===== src/rtl/vec3_length_unit.sv =====
// Iterative fixed-point vec3 length: shared-multiplier sum of squares, then restoring sqrt.
// Define VEC3_LEN_SQ_OUT_EN to add the out_len_sq port (squared length in Q(FRAC_BITS)).
module vec3_length_unit #(
    parameter int unsigned WORD_WIDTH = 32,
    parameter int unsigned FRAC_BITS  = 16
) (
    input  logic                  clk,
    input  logic                  rst,
    input  logic                  in_valid,
    output logic                  in_ready,
    input  logic [WORD_WIDTH-1:0] in_x,
    input  logic [WORD_WIDTH-1:0] in_y,
    input  logic [WORD_WIDTH-1:0] in_z,
    output logic                  out_valid,
    input  logic                  out_ready,
    output logic [WORD_WIDTH-1:0] out_len,
    output logic                  out_sat
`ifdef VEC3_LEN_SQ_OUT_EN
    ,
    output logic [WORD_WIDTH-1:0] out_len_sq
`endif
);

    localparam int unsigned AccW  = 2 * WORD_WIDTH;
    localparam int unsigned RemW  = WORD_WIDTH + 2;
    localparam int unsigned RootW = WORD_WIDTH + 1;
    localparam int unsigned CntW  = $clog2(WORD_WIDTH);

    localparam logic [CntW-1:0]       LastMac  = CntW'(2);
    localparam logic [CntW-1:0]       LastIter = CntW'(WORD_WIDTH - 1);
    localparam logic [WORD_WIDTH-1:0] MaxPos   = {1'b0, {(WORD_WIDTH - 1){1'b1}}};

    typedef enum logic [1:0] {StIdle, StMac, StSqrt, StDone} state_e;

    state_e                state_q;
    logic [WORD_WIDTH-1:0] x_q, y_q, z_q;
    logic [AccW-1:0]       acc_q;
    logic [AccW-1:0]       rad_q;
    logic [RemW-1:0]       rem_q;
    logic [RootW-1:0]      root_q;
    logic [CntW-1:0]       cnt_q;
    logic                  in_ready_q;
    logic                  out_valid_q;
    logic [WORD_WIDTH-1:0] out_len_q;
    logic                  out_sat_q;

    logic [WORD_WIDTH-1:0]  comp;
    logic signed [AccW-1:0] comp_ext;
    logic signed [AccW-1:0] sq;
    logic [AccW-1:0]        acc_sum;
    logic [RemW:0]          rem_sh;
    logic [RemW:0]          trial;
    logic [RemW-1:0]        rem_nxt;
    logic [RootW-1:0]       root_nxt;
    logic                   root_ovf;

    always_comb begin
        comp = z_q;
        if (cnt_q == CntW'(0)) begin
            comp = x_q;
        end else if (cnt_q == CntW'(1)) begin
            comp = y_q;
        end
        comp_ext = {{WORD_WIDTH{comp[WORD_WIDTH-1]}}, comp};
        sq       = comp_ext * comp_ext;
        acc_sum  = acc_q + $unsigned(sq);
    end

    // One restoring step: bring down the next radicand bit pair, try root*4+1.
    always_comb begin
        rem_sh = {rem_q, rad_q[AccW-1 -: 2]};
        trial  = {root_q, 2'b01};
        if (rem_sh >= trial) begin
            rem_nxt  = RemW'(rem_sh - trial);
            root_nxt = {root_q[RootW-2:0], 1'b1};
        end else begin
            rem_nxt  = rem_sh[RemW-1:0];
            root_nxt = {root_q[RootW-2:0], 1'b0};
        end
        root_ovf = |root_nxt[RootW-1:WORD_WIDTH-1];
    end

`ifdef VEC3_LEN_SQ_OUT_EN
    logic [WORD_WIDTH-1:0] len_sq_q;
    logic [WORD_WIDTH-1:0] out_len_sq_q;
    logic [WORD_WIDTH-1:0] len_sq_nxt;

    always_comb begin
        if (|acc_sum[AccW-1:FRAC_BITS+WORD_WIDTH-1]) begin
            len_sq_nxt = MaxPos;
        end else begin
            len_sq_nxt = {1'b0, acc_sum[FRAC_BITS+WORD_WIDTH-2:FRAC_BITS]};
        end
    end

    always_ff @(posedge clk or posedge rst) begin
        if (rst) begin
            len_sq_q     <= '0;
            out_len_sq_q <= '0;
        end else begin
            if (state_q == StMac && cnt_q == LastMac) begin
                len_sq_q <= len_sq_nxt;
            end
            if (state_q == StSqrt && cnt_q == LastIter) begin
                out_len_sq_q <= len_sq_q;
            end
        end
    end

    assign out_len_sq = out_len_sq_q;
`endif

    always_ff @(posedge clk or posedge rst) begin
        if (rst) begin
            state_q     <= StIdle;
            x_q         <= '0;
            y_q         <= '0;
            z_q         <= '0;
            acc_q       <= '0;
            rad_q       <= '0;
            rem_q       <= '0;
            root_q      <= '0;
            cnt_q       <= '0;
            in_ready_q  <= 1'b1;
            out_valid_q <= 1'b0;
            out_len_q   <= '0;
            out_sat_q   <= 1'b0;
        end else begin
            case (state_q)
                StIdle: begin
                    if (in_valid && in_ready_q) begin
                        x_q        <= in_x;
                        y_q        <= in_y;
                        z_q        <= in_z;
                        acc_q      <= '0;
                        cnt_q      <= '0;
                        in_ready_q <= 1'b0;
                        state_q    <= StMac;
                    end
                end
                StMac: begin
                    acc_q <= acc_sum;
                    cnt_q <= cnt_q + CntW'(1);
                    if (cnt_q == LastMac) begin
                        rad_q   <= acc_sum;
                        rem_q   <= '0;
                        root_q  <= '0;
                        cnt_q   <= '0;
                        state_q <= StSqrt;
                    end
                end
                StSqrt: begin
                    rad_q  <= {rad_q[AccW-3:0], 2'b00};
                    rem_q  <= rem_nxt;
                    root_q <= root_nxt;
                    cnt_q  <= cnt_q + CntW'(1);
                    if (cnt_q == LastIter) begin
                        out_valid_q <= 1'b1;
                        out_sat_q   <= root_ovf;
                        out_len_q   <= root_ovf ? MaxPos : root_nxt[WORD_WIDTH-1:0];
                        state_q     <= StDone;
                    end
                end
                StDone: begin
                    if (out_ready) begin
                        out_valid_q <= 1'b0;
                        in_ready_q  <= 1'b1;
                        state_q     <= StIdle;
                    end
                end
                default: state_q <= StIdle;
            endcase
        end
    end

    assign in_ready  = in_ready_q;
    assign out_valid = out_valid_q;
    assign out_len   = out_len_q;
    assign out_sat   = out_sat_q;

endmodule


===== config.mk =====
export PLATFORM = sky130hd
export DESIGN_NAME = vec3_length_unit
export DESIGN_NICKNAME = d
export VERILOG_FILES = /design/src/rtl/vec3_length_unit.sv
export SDC_FILE = /design/constraint.sdc
export NUM_CORES = 2
export LEC_CHECK = 0
export CAP_MARGIN = 30
export CORE_ASPECT_RATIO = 0.6
export CORE_MARGIN = 2
export CORE_UTILIZATION = 55
export CTS_BUF_LIST = sky130_fd_sc_hd__clkbuf_8
export CTS_CLUSTER_DIAMETER = 50
export DETAILED_ROUTE_END_ITERATION = 10
export PLACE_DENSITY = 0.72
export RECOVER_POWER = 100
export SYNTH_ARGS = -nofsm -noshare
export SYNTH_HDL_FRONTEND = slang
export SYNTH_SLANG_ARGS = --single-unit

===== constraint.sdc =====
create_clock -name clk -period 16.6 [get_ports clk]
set_input_delay 3.32 -clock clk [delete_from_list [all_inputs] [get_ports clk]]
set_output_delay 3.32 -clock clk [all_outputs]
set_load 0.02 [all_outputs]

==> results by group <==
Run
  • Max cap viols: 13

GRT
  • GR peak layer: met1
  • GRT Residual Overflow: 0
  • Total track usage: 0.312
  • Vias in the first global route: 38600
  • Antenna violations before repair: 3
  • First-pass GRT wire length: between 200000 and 250000 µm
  • Pin count of the biggest net entering global routing: 96
  • Met3 usage: 0.116
  • GR Util met2: 0.426
  • GR Util met1: 0.475

Floorplanning
  • Num rows: 86
  • Die H: 241 µm
  • Die X: 399 µm
  • Core area: 92200 µm²
  • Initial Util: 0.557
  • Overall die area: roughly 96000 µm²
  • Top Ports: about 140

Synth
  • Leading post-synthesis cells by cell area: fa_1 (44%), dfrtp_1 (16%), inv_1 (11%), ha_1 (6.9%), nand2_1 (3.9%)
  • Distinct cell type count after synthesis: 78
  • Syn Inst Count: 5269
  • Top-area cell type share of the netlist area: 0.440
  • Warning count from the yosys run: 0
  • Mapped Nets: 6779
  • Synth Register Bits: 332
  • Post-synth top cells: inv_1 (1440), fa_1 (1128), nand2_1 (535)
  • Most used flip-flop cell after synthesis: dfrtp_1
  • Cell taking the most area after synthesis: fa_1
  • Top-count cell post-synth: inv_1
  • Seq/Total Area, Yosys: 0.162
  • Post-Syn Area: 51400 µm²
  • Mean Syn Cell Area: a little under 10 µm²
  • Post-synth EDFFs: 0
  • Ys async rst share: 1.00

Place
  • Dpl ws: 5.52 ns
  • Final GP Congestion: 1.00
  • Port Buffer Count: 134
  • Hpwl dp: roughly 120000 µm

Outcome
  • Failing checks: max-capacitance violations, max-slew violations
  • Status: complete, but fails checks

Critical path
  • Setup CP Type: flip-flop to flip-flop
  • Max FO, Critical Path: 67
  • CP startpoint kind: flip-flop
  • CP bufs+invs: 11
  • Critical Path AT: 13.95 ns
  • Crit path max-delay family: adder cells
  • CP endpoint kind: flip-flop
  • Crit path max-delay cell type: clkbuf_1
  • Crit-path most repeated cell: fa_1
  • CP max stage delay: 2.35 ns
  • Worst EP required: 17.15 ns

Timing
  • Fmax: roughly 75 MHz
  • Relative slew slack: -1.79
  • Max Slew Vio Count: 855
  • Setup TNS: 0 ns
  • Setup slack after layout: 3.21 ns
  • Min Clock Period, post-route: roughly 13 ns
  • Final Hold Fails: 0
  • Period Utilization, post-route: 0.807
  • Worst-Margin Slew: 4.19 ns
  • Worst Skew: 0.0583 ns
  • RSZ-0062 raised after global routing: false
  • Setup Viol. Count Final: 0

CTS
  • Worst skew pair latency: 0.71 ns
  • Root buf cell: clkbuf_8
  • Resize count post-CTS: 0
  • Hold-fix buffers, CTS: 0
  • Clock sink count: 332
  • Clk buf depth: 3
  • H-tree Lvls: 2
  • Post-CTS Setup Inserts: 0
  • CTS tree: yes
  • CTS Buf Count: 55
  • Clock-pin slew on the worst setup and hold paths: around 0.07 ns

Detailed routing
  • Residual DRC: 0
  • WL final: around 140000 µm
  • Antenna Nets Post-Route: 0
  • Initial DRC Count: 3476
  • Vias: 36400
  • Routed len/inst: 21.6 µm
  • Vias per std cell: 5.48
  • Total iterations of the first detailed-routing run: 6

Layout
  • Share of layout cells above drive strength 1: 0.0546
  • Layout Nets: 6869
  • P&R area growth vs syn: 8.13%

Min path
  • Tightest Hold Check Type: flip-flop to flip-flop
==> tightest hold or removal path, stage by stage (launching register included) <==
cell	delay, ns
dfrtp_1	0.34
nand2_1	0.05
o21ai_0	0.06
==> layout by cell type (no fill, tap or decap), types with 15 or more instances in the layout <==
master	n
nor2_1	312
nand3_1	34
o21ai_0	180
a21oi_1	141
o21bai_1	18
nand2_1	533
mux2i_1	56
clkbuf_8	70
clkdlybuf4s50_1	97
xor2_1	43
o22a_1	30
o21a_1	23
fa_1	1128
dfrtp_1	331
o311ai_0	15
a21o_1	52
a22o_1	33
nor3_1	19
o22ai_1	34
clkbuf_1	16
dlygate4sd3_1	37
o21ai_2	16
mux2_2	99
inv_1	1452
ha_1	282
buf_4	63
xnor2_1	81
==> kinds of logic after synthesis <==
kind of cell / Yosys count / share of synthesized area
xor+xnor: 124 / 0.0211
buf+inv: 1632 / 0.119
simple gates: 980 / 0.0777
flops: 332 / 0.162
mux: 155 / 0.0326
compound gates: 636 / 0.0790
fa+ha+maj: 1410 / 0.508
==> area by class of cell <==
cell class / instances / area, µm²
fillers: 7672 / 36700
multi-input cells: 3305 / 37000
clock buffers: 70 / 963
well taps: 1232 / 1540
clock inverters: 33 / 328
repair buffers: 216 / 1960
flip-flops and latches: 332 / 8310
diodes: 1 / 2.50
inverters: 1449 / 5440
==> per-stage QoR <==
step	area (µm²)	std cells	utilization	hold WS, ns
after floorplan	51400	5269	-	0.442
after global placement	54300	6526	0.588	0.462
after detailed placement	54400	6530	0.590	0.471
after CTS	55700	6633	0.604	0.486
after global routing	55500	6638	0.602	0.502
final	55500	6638	0.602	0.481
==> final timing paths <==
kind | start | endpoint | slack [ns] | cells past startpoint
max | cnt_q[2] | rad_q[45] | 3.21 | 35
min in group asynchronous | rst | out_len[7] | 4.22 | 2
min reg2reg | acc_q[7] | acc_q[7] | 0.48 | 2
min | acc_q[7] | acc_q[7] | 0.48 | 2
max in group asynchronous | rst | z_q[21] | 5.13 | 5
max reg2reg | cnt_q[2] | rad_q[45] | 3.21 | 35
==> state kept, by name (all words and copies together) (netlist names) <==
name,count
x_q,32
root_q,33
state_q,2
cnt_q,5
rem_q,33
rad_q,64
z_q,32
y_q,32
in_ready,1
out_sat,1
out_len,32
out_valid,1
acc_q,64
==> per-layer routing <==
layer	up-vias	routed length [µm]
met5	-	26
met4	4	3270
met3	212	18900
met2	1782	58000
met1	18400	63200
li1	15900	-
Power is left out: the tool's default activity adds up to more than one toggle a clock period on the data nets, which glitch-free logic cannot reach.
